`src/rtl/multiply.sv`:
```
// Two-stage valid/ready signed multiplier: S1 registers the operand pair,
// S2 registers the full-precision product sign-extended to RESW.
module multiply #(
  parameter int unsigned ARGW = 12,
  parameter int unsigned ARGN = 2,
  parameter int unsigned RESW = 24
) (
  input  logic                 clk,
  input  logic                 rst,
  input  logic                 arg_valid,
  input  logic [ARGN*ARGW-1:0] arg_data,
  output logic                 arg_ready,
  output logic                 res_valid,
  output logic [RESW-1:0]      res_data,
  input  logic                 res_ready
);

  localparam int unsigned PW = 2 * ARGW;

  if (ARGN != 2) begin : g_bad_argn
    $error("multiply: ARGN must be 2");
  end
  if (RESW < PW) begin : g_bad_resw
    $error("multiply: RESW must be at least 2*ARGW");
  end

  logic                   v1;
  logic                   v2;
  logic signed [ARGW-1:0] a1;
  logic signed [ARGW-1:0] b1;
  logic signed [PW-1:0]   prod;
  logic                   s1_load;
  logic                   s2_load;

  // A stage may load when it is empty or the stage after it is moving.
  assign s2_load   = !v2 || res_ready;
  assign s1_load   = !v1 || s2_load;
  assign arg_ready = !rst && s1_load;
  assign res_valid = v2;

  // Both operands signed, so the PW-bit product is exact including (-2^(ARGW-1))^2.
  assign prod = a1 * b1;

  always_ff @(posedge clk) begin
    if (rst) begin
      v1       <= 1'b0;
      v2       <= 1'b0;
      a1       <= '0;
      b1       <= '0;
      res_data <= '0;
    end else begin
      if (s2_load) begin
        v2       <= v1;
        res_data <= RESW'(prod);
      end
      // Bubbles advance too: a load with arg_valid low clears v1.
      if (s1_load) begin
        v1 <= arg_valid;
        a1 <= arg_data[ARGW-1:0];
        b1 <= arg_data[PW-1:ARGW];
      end
    end
  end

endmodule

```
`config.mk`:
```
export PLATFORM = sky130hd
export DESIGN_NAME = multiply
export DESIGN_NICKNAME = d
export VERILOG_FILES = /design/src/rtl/multiply.sv
export SDC_FILE = /design/constraint.sdc
export NUM_CORES = 1
export LEC_CHECK = 0
export ABC_AREA = 1
export CAP_MARGIN = 20
export CORE_AREA = 5 5 94 183
export CTS_BUF_LIST = sky130_fd_sc_hd__clkbuf_8
export DETAILED_ROUTE_END_ITERATION = 6
export DIE_AREA = 0 0 99 188
export MAX_ROUTING_LAYER = met4
export PLACE_DENSITY = 0.68
export REMOVE_ABC_BUFFERS = 1
export SYNTH_ARGS = -nofsm -noshare
export SYNTH_HDL_FRONTEND = slang
export SYNTH_SLANG_ARGS = --single-unit
```
`constraint.sdc`:
```
create_clock -name clk -period 13.4 [get_ports clk]
set_input_delay 4.02 -clock clk [delete_from_list [all_inputs] [get_ports clk]]
set_output_delay 4.02 -clock clk [all_outputs]
set_load 0.05 [all_outputs]
```
==> reports/summary.md <==
• **Clock Power Share** 12.0%
• **count leader, synth** sky130_fd_sc_hd__inv_1
• **via count of the first global-routing pass** 6,586
• **clock sinks** 50
• **crit-path max FO** 40
• **cts hold-fix bufs** 0
• **register-to-register path setup slack** 7.95 ns
• **normalized max-slew margin** 39.5%
• **Overall Global Routing Usage** 21.8%
• **time the worst path needs with I/O delays and setup** 10.57 ns
• **Mapped Area** 7630 µm²
• **ratio of cells with drive above 1 in the final layout** 2.72%
• **number of remaining DRC errors** 0
• **critical path arrival** 6.55 ns
• **share of the clock period used by the worst path** 78.8%
• **library cells used by synthesis** 30
• **effective utilization at floorplan** 48.6%
• **register area share after synthesis** 13.1%
• **hpwl dp** 15.3 mm
• **Primary FF master, synth** sky130_fd_sc_hd__dfxtp_1
• **average wire length per cell after detail routing** 15.0 µm
• **total power per unit cell area** 104 nW/µm²
• **sequential power share** 23.9%
• **Mapped Avg Cell Area** 7.56 µm²
• **transition time of the tightest slew-check pin** 0.906 ns
• **beginning of the worst register-to-register path** b1[3]
• **first-pass GRT wire length** 31.7 mm
• **Achievable Freq** 0.0947 GHz
• **count of cells resized by post-cts repair** 0
• **startpoint kind of the worst setup timing path** input port
• **run status** finished clean
• **number of fill cells** 1,526
• **final count of pins violating max slew** 0
• **library cell contributing the largest single delay on the critical path** sky130_fd_sc_hd__clkdlybuf4s50_1
• **port buffer count** 53
• **H-Tree Level Count** 2
• **net switching component of the power** 440 µW
• **max-cap violation count** 0
• **Worst Setup End Kind** output pin
• **P_leak** 4.75 nW
• **biggest area contributors in the synthesized netlist** sky130_fd_sc_hd__fa_1 36%, sky130_fd_sc_hd__dfxtp_1 13%, sky130_fd_sc_hd__inv_1 13%, sky130_fd_sc_hd__nand2_1 12%, sky130_fd_sc_hd__ha_1 8.4%
• **fraction of power consumed by combinational cells** 64.0%
• **Clock Tree Buf Depth** 2
• **FF/Latch Area** 1000 µm²
• **Critical Path RT** 9.38 ns
• **Async S/R FF share, synth** 0%
• **leading post-synthesis cells by instance count** 256 x sky130_fd_sc_hd__inv_1, 247 x sky130_fd_sc_hd__nand2_1, 138 x sky130_fd_sc_hd__fa_1
• **area used by multi-input combinational logic** 5500 µm²
• **Post-CTS Repair Setup Buffers** 0
• **synth warn** 0
• **clock latency reported for the late side of the worst-skew pair** 0.31 ns
• **setup repair after global routing missed its margin** false
• **die extent in y** 188 µm
• **width of the die** 99 µm
• **library cell occupying the most area in the post-synthesis netlist** sky130_fd_sc_hd__fa_1
• **standard-cell rows** 65
• **Hold Worst Slack** 0.488 ns
• **critical path class** in2out
• **floorplan die area** 18,600 µm²
• **number of register bits inferred by synthesis** 50
• **Routability Congestion** 0.939
• **Post-synth EDFFs** 0
• **area inside the core boundary** 15,700 µm²
• **Setup-failing EPs final** 0
• **library cell used as clock root buffer** sky130_fd_sc_hd__clkbuf_8
• **maximum number of pins on one net before global-route repair** 41
• **number of buffers created by CTS** 5
• **worst reg-to-reg path cell count** 17
• **antenna violations before repair** 0
• **Tightest Hold Check Type** reg2reg
• **Pre-antenna DRT Iters** 5
• **clock tree from TritonCTS** yes
• **Min-Delay Endpoint** res_data[1]
• **net switching share of the total power** 50.6%
• **total detailed-routing wirelength** 18.4 mm
• **final total negative setup slack** 0 ns
• **highest ir drop seen on vdd** 88.0 µV
• **endpoint of the most critical register-to-register path** res_data[22]
• **final worst clock skew** 0.00687 ns
• **number of antenna diodes** 0
• **final layout net count** 1,247
• **Iter 0 DRT Violations** 275
• **top-level I/O count** 54
• **Slowest Stage Delay on Critical Path** 0.70 ns
• **clock transition at the registers of the reported paths** 0.09 ns
• **total via count after detailed routing** 6,243
• **final hold violations** 0
• **post-synth top area share** 36.2%
• **beginning of the worst hold path** res_data[1]
• **remaining antenna violation count after routing** 0
• **number of cells produced by synthesis** 1,009
• **area growth from synthesis to layout** 9.84%
• **ordered list of cells on the worst path** clkdlybuf4s50_1 -> nor2_2 -> buf_4 -> nand2_1 -> nand2_1 -> inv_1 -> clkdlybuf4s50_1
• **Internal Power** 429 µW
• **Hold Path Stages** 2
• **aggregate global routing overflow** 0
• **average via count per standard cell** 5.07
-- cell type report --
| class | count | area share, % |
|---|---|---|
| Multi-Input combinational cell | 657 | 65.6 |
| Sequential cell | 50 | 11.9 |
| Inverter | 261 | 11.7 |
| Timing Repair Buffer | 55 | 6.51 |
| Tap cell | 201 | 3.00 |
| Clock buffer | 8 | 1.31 |
-- state kept, by name, summed over array words and instances (netlist names) --
signal     cells
res_valid      1
v1             1
a1            12
b1            12
res_data      24
-- through the flow --
stage	total power, mW	setup slack, ns	instance area, µm²	util (%)	cells
2_1_floorplan	0.593	2.99	7470	-	968
5_1_grt	0.955	2.67	8380	53.4	1232
4_1_cts	0.879	2.84	8380	53.4	1232
3_3_place_gp	0.770	2.80	8270	52.7	1224
3_5_place_dp	0.770	2.85	8270	52.7	1224
6_report	0.868	2.83	8380	53.4	1232
-- cell usage in the layout, fill, tap and decap left out --
cell                              instances
sky130_fd_sc_hd__a21o_1                   2
sky130_fd_sc_hd__a21oi_1                 42
sky130_fd_sc_hd__a21oi_2                  2
sky130_fd_sc_hd__a31o_1                   1
sky130_fd_sc_hd__buf_4                    2
sky130_fd_sc_hd__clkbuf_8                 8
sky130_fd_sc_hd__clkdlybuf4s50_1         53
sky130_fd_sc_hd__dfxtp_1                 50
sky130_fd_sc_hd__fa_1                   138
sky130_fd_sc_hd__ha_1                    51
sky130_fd_sc_hd__inv_1                  256
sky130_fd_sc_hd__inv_2                    5
sky130_fd_sc_hd__nand2_1                247
sky130_fd_sc_hd__nand2_2                  1
sky130_fd_sc_hd__nand3_1                 51
sky130_fd_sc_hd__nand3b_1                 1
sky130_fd_sc_hd__nand4_1                  7
sky130_fd_sc_hd__nor2_1                  49
sky130_fd_sc_hd__nor2_2                   2
sky130_fd_sc_hd__nor2_4                   1
sky130_fd_sc_hd__nor3_1                   4
sky130_fd_sc_hd__o211ai_1                 1
sky130_fd_sc_hd__o211ai_2                 1
sky130_fd_sc_hd__o21ai_0                 24
sky130_fd_sc_hd__o21ai_1                  3
sky130_fd_sc_hd__o21bai_1                 9
sky130_fd_sc_hd__or2_0                    1
sky130_fd_sc_hd__or2_1                    2
sky130_fd_sc_hd__or2_2                    6
sky130_fd_sc_hd__xnor2_1                  5
sky130_fd_sc_hd__xor2_1                   6
-- worst max-delay path by stage --
| stage | from | end | slack [ns] |
|---|---|---|---|
| CTS | res_ready | arg_ready | 2.84 |
| global route | res_ready | arg_ready | 2.67 |
| floorplan | res_ready | arg_ready | 2.99 |
| detailed placement | res_ready | arg_ready | 2.85 |
| global placement | res_ready | arg_ready | 2.80 |
| finish | res_ready | arg_ready | 2.83 |
-- power groups by stage --
stage	clock, mW	combinational, mW	sequential, mW
6_report	0.104	0.556	0.208
3_3_place_gp	0	0.558	0.212
3_5_place_dp	0	0.559	0.211
4_1_cts	0.106	0.565	0.208
2_1_floorplan	0	0.313	0.279
5_1_grt	0.112	0.630	0.213
-- logic make-up after synthesis --
family                     Yosys count  synth area share (%)
and+or+nand+nor                    372                  19.9
DFF                                 50                  13.1
adders and majority gates          189                  44.6
buffers and inverters              302                  14.9
xor gates and xnor gates            11                  1.26
AOI/OAI and AO/OA                   85                  6.21
-- worst max-delay path: cells and delay by family --
kind,cells,cell delay [ns]
buffers and inverters,4,1.54
AND/OR/NAND/NOR,3,0.97
-- routing by layer --
metal | vias up | part of all wire (%) | GRT usage (%)
met3 | 68 | 4.2 | 2.01
met2 | 165 | 54 | 39.6
met4 | 0 | 5.6 | 10.6
li1 | 2986 | - | -
met5 | - | 0 | -
met1 | 3024 | 36 | 23.3
Note: power is estimated with default switching activity, not from simulation.
==> patch 1, RTL diff (config.mk and constraints unchanged) <==
`RESW`: 24 -> 48.
--- a/src/rtl/multiply.sv
+++ b/src/rtl/multiply.sv
@@ -4,5 +4,5 @@
   parameter int unsigned ARGW = 12,
   parameter int unsigned ARGN = 2,
-  parameter int unsigned RESW = 24
+  parameter int unsigned RESW = 48
 ) (
   input  logic                 clk,
Interface: changed (resized res_data); port bits go from 54 to 78. The function was not compared with the original's and may differ.
==> patch 1 against the unedited design <==
Critical path type unchanged. Area after synthesis is 2.4% higher. Power rose by 14%. Via count grew 0.50%. Global-route usage rose by 0.94 points. Non-clock buffer count increased by 24. Sequential power grew 2%. Setup slack got worse by 34 ps. Critical path depth did not move. Routed wire length increased by 4.7%. Sequential share of layout area shrank 0.29 points. Clock skew up 4.6 ps. Utilization rose by 1.3 points. Final area is 2.5% higher. Sequential cell count unchanged. Largest power group unchanged.
==> patch 1: results (changes against the unedited design) <==
* Status: finished, final reports clean
* Post-Synth XOR/XNOR Area at 1.23% (-0.029 points)
* CTS resizes at 0 (unchanged)
* Placed Area at 0.00851 mm2 (+2.9%)
* Max stage delay on crit path at 700 ps (about the same)
* Fillers at 1,497 (-1.9%)
* Largest net degree at the start of global routing at 41 (unchanged)
* Area contributors post-synth: fa_1, dfxtp_1, inv_1
* Drt pass-1 iters at 5 (unchanged)
* Synth Area in Compound Gates at 6.07% (-0.14 points)
* Max transition margin at 36.2% (-3.4 points)
* H-tree depth at 2 (unchanged)
* Critical path peak fanout at 40 (unchanged)
* Vias in the first global route at 6,873 (+4.4%)
* Ys Warns at 0 (unchanged)
* Overall Global Routing Usage at 22.8% (+0.94 points)
* Clock Latency Late Sink at 310 ps (about the same)
* Worst Hold Class: flip-flop to flip-flop
* Fraction of layout instances using a drive strength above 1 at 2.47% (-0.25 points)
* GP Congestion at 0.911 (-2.9%)
* Yosys cell types at 31 (+3.3%)
* Final net count at 1,271 (+1.9%)
* Dpl ws at 2830 ps (-16.8 ps)
* Top Registers: res_data x24, a1 x12, b1 x12
* Via density at 5.00 (-1.3%)
* Share of synthesized registers carrying an async set or reset at 0% (unchanged)
* Clk slew on worst S/H paths at 90 ps (about the same)
* CTS Buf Count at 5 (unchanged)
* Initial drt markers at 255 (-7.3%)
* Commonest cells in the netlist: inv_1, nand2_1, fa_1
* Worst Path Arrival at 6580 ps (+30 ps)
* Pint at 0.000449 W (+4.7%)
* Worst VDD drop at 0.138 mV (+57%)
* Clk_skew at 11.4 ps (+4.56 ps)
* Pleak at 4.82 nW (+1.5%)
* Slew Limit Fails at 0 (unchanged)
* Sequential fraction of the synthesis area at 12.8% (-0.30 points)
* Hpwl dp at 15.9 mm (+3.6%)
* Port Buffers at 77 (+45%)
* CP max-delay cell: clkdlybuf4s50_1
* Multi-input logic area at 0.00550 mm2 (unchanged)
* Fin crit share at 79.1% (+0.25 points)
* Initial antenna violation count at 0 (unchanged)
* Routed WL at 19.3 mm (+4.7%)
* Adder-Cell Fraction of Synth Area at 43.5% (-1.0 points)
* Clock buffer depth at 2 (unchanged)
* Post-CTS setup buffers at 0 (unchanged)
* First-pass GRT wire length at 33.0 mm (+4.2%)
* Most used DFF post-synth: dfxtp_1
* Mux share of post-synthesis cell area at 0% (unchanged)
* CTS root buffer: clkbuf_8
* Antenna Cells at 0 (unchanged)
==> patch 1: stage by stage <==
step | power [W] | instances
2_1_floorplan | 0.000681 | 968
3_3_place_gp | 0.000909 | 1248
3_5_place_dp | 0.000909 | 1248
4_1_cts | 0.00100 | 1255
5_1_grt | 0.00108 | 1255
6_report | 0.000993 | 1255
==> patch 1: metal layers <==
metal  part of all wire, %  GRT usage (%)
met4                   5.3           10.7
met2                    54           42.1
met5                     0              -
met3                   4.0           1.75
met1                    36           23.9
==> patch 1: worst paths after layout <==
path | from | endpoint | slack [ps] | cells after the start
worst min-delay path | b1[11] | b1[11] | 490 | 2
worst min register to register | b1[11] | b1[11] | 490 | 2
worst max-delay path | res_ready | arg_ready | 2800 | 7
worst max register to register | b1[3] | res_data[22] | 7890 | 17
==> patch 1: critical path: cells and delay by family <==
family | cells | cell delay (ps)
buffers and inverters | 4 | 1550
and+or+nand+nor | 3 | 990
==> patch 1: area by class of cell <==
class | instances | area share (%)
Multi-Input combinational cell | 657 | 63.9
Sequential cell | 50 | 11.6
Inverter | 261 | 11.4
Timing Repair Buffer | 79 | 9.14
Tap cell | 201 | 2.93
Clock buffer | 5 | 0.801
Clock inverter | 2 | 0.131
==> patch 1: cells by family (layout without fill, tap and decap cells) <==
family / after synthesis / in the layout
AO/OA/AOI/OAI: 85 / 85
XOR/XNOR: 11 / 11
adder cells (fa/ha/maj): 189 / 189
buffers and inverters: 326 / 347
flip-flops: 50 / 50
AND/OR/NAND/NOR: 372 / 372
==> patch 1: power groups by stage <==
stage          combinational [W]  clock (W)  sequential [W]
2_1_floorplan           0.000313          0        0.000368
4_1_cts                 0.000700  0.0000919        0.000213
3_5_place_dp            0.000693          0        0.000216
6_report                0.000691  0.0000895        0.000213
5_1_grt                 0.000763  0.0000970        0.000219
3_3_place_gp            0.000692          0        0.000216
==> patch 2, RTL diff (same settings) <==
Without the edit above. Make the reset (`rst`) asynchronous in one clocked block.
--- a/src/rtl/multiply.sv
+++ b/src/rtl/multiply.sv
@@ -42,5 +42,5 @@
   assign prod = a1 * b1;
 
-  always_ff @(posedge clk) begin
+  always_ff @(posedge clk or posedge rst) begin
     if (rst) begin
       v1       <= 1'b0;
Check against the original RTL: not equivalent (Yosys sat finds a counterexample within 4 cycles, from zero or initial values and one cycle with rst high; the reset may be asserted at any time).
==> patch 2 against the unedited design <==
Area after synthesis up 0.70%. Setup slack better by 530 ps. Critical path depth down 1. Sequential cell count unchanged. Routed wire length down 0.67%. Final area up 1.2%. Synthesized cell count down 6.1%. Sequential share of layout area up 2.8 points. Critical path type unchanged. Highest routed layer unchanged.
Power is not shown: default switching activity piles up to over one toggle a cycle in this logic, so the estimate is an artifact.
==> patch 2: results (changes against the unedited design) <==
* Wire per inst at 15.5 um (+3.7%)
* Sequential fraction of the synthesis area at 16.3% (+3.2 points)
* Via density at 5.05 (-0.38%)
* WL met2 at 10.7 mm (+6.9%)
* Area contributors post-synth: fa_1, dfrtp_1, nand2_1
* Vias in the first global route at 6,654 (+1.0%)
* WHS at 483 ps (-4.88 ps)
* Hold endpoint: res_valid
* Drt pass-1 iters at 4 (-1)
* Overall Global Routing Usage at 22.1% (+0.30 points)
* Placed Area at 0.00836 mm2 (+1.1%)
* R2R cell count at 19 (+2)
* Wl on met1 at 5.89 mm (-10%)
* Max stage delay on crit path at 790 ps (+90 ps)
* Crit Reg-Reg Startpoint: b1[0]
* Largest net degree at the start of global routing at 52 (+27%)
* Crit path launch: rst
* Hpwl dp at 15.3 mm (+0.11%)
* Hold path depth at 1 (-1)
* Dpl ws at 3300 ps (+455 ps)
* Reg-to-reg critical path endpoint: res_data[15]
* Commonest cells in the netlist: nand2_1, inv_1, fa_1
* Fin crit share at 74.9% (-3.9 points)
* Synth Area per Inst at 8.12 um2 (+7.3%)
* Clk_skew at 39.3 ps (+32.4 ps)
* GP Congestion at 0.890 (-5.2%)
* Post-route insts no fill at 1,180 (-4.2%)
* Clock Latency Late Sink at 360 ps (+50 ps)
* Status: finished, final reports clean
==> patch 2: cell types whose count changed after synthesis, sizes merged, moves of 8 or more <==
cell | unedited run | this run
nor2 | 52 | 44
dfrtp | 0 | 50
nand2 | 248 | 283
clkbuf | 37 | 27
o21ai | 27 | 19
mux2 | 0 | 20
inv | 261 | 240
a21oi | 44 | 15
nand3 | 51 | 27
dfxtp | 50 | 0
==> patch 2: cell type report <==
type / instances / area, um2
fill: 1491 / 7210
clock inverter: 2 / 38.8
multi-input combinational: 625 / 5410
timing repair buffer: 55 / 546
inverter: 241 / 905
clock buffer: 6 / 82.6
sequential: 50 / 1250
tap: 201 / 251
==> patch 2: kinds of logic after synthesis <==
| group | count (synthesis) | synth area share [%] |
|---|---|---|
| simple gates | 373 | 19.9 |
| buf+inv | 272 | 13.3 |
| flops | 50 | 16.3 |
| fa+ha+maj | 189 | 44.2 |
| mux | 20 | 2.93 |
| compound gates | 37 | 2.60 |
| xor+xnor | 6 | 0.684 |
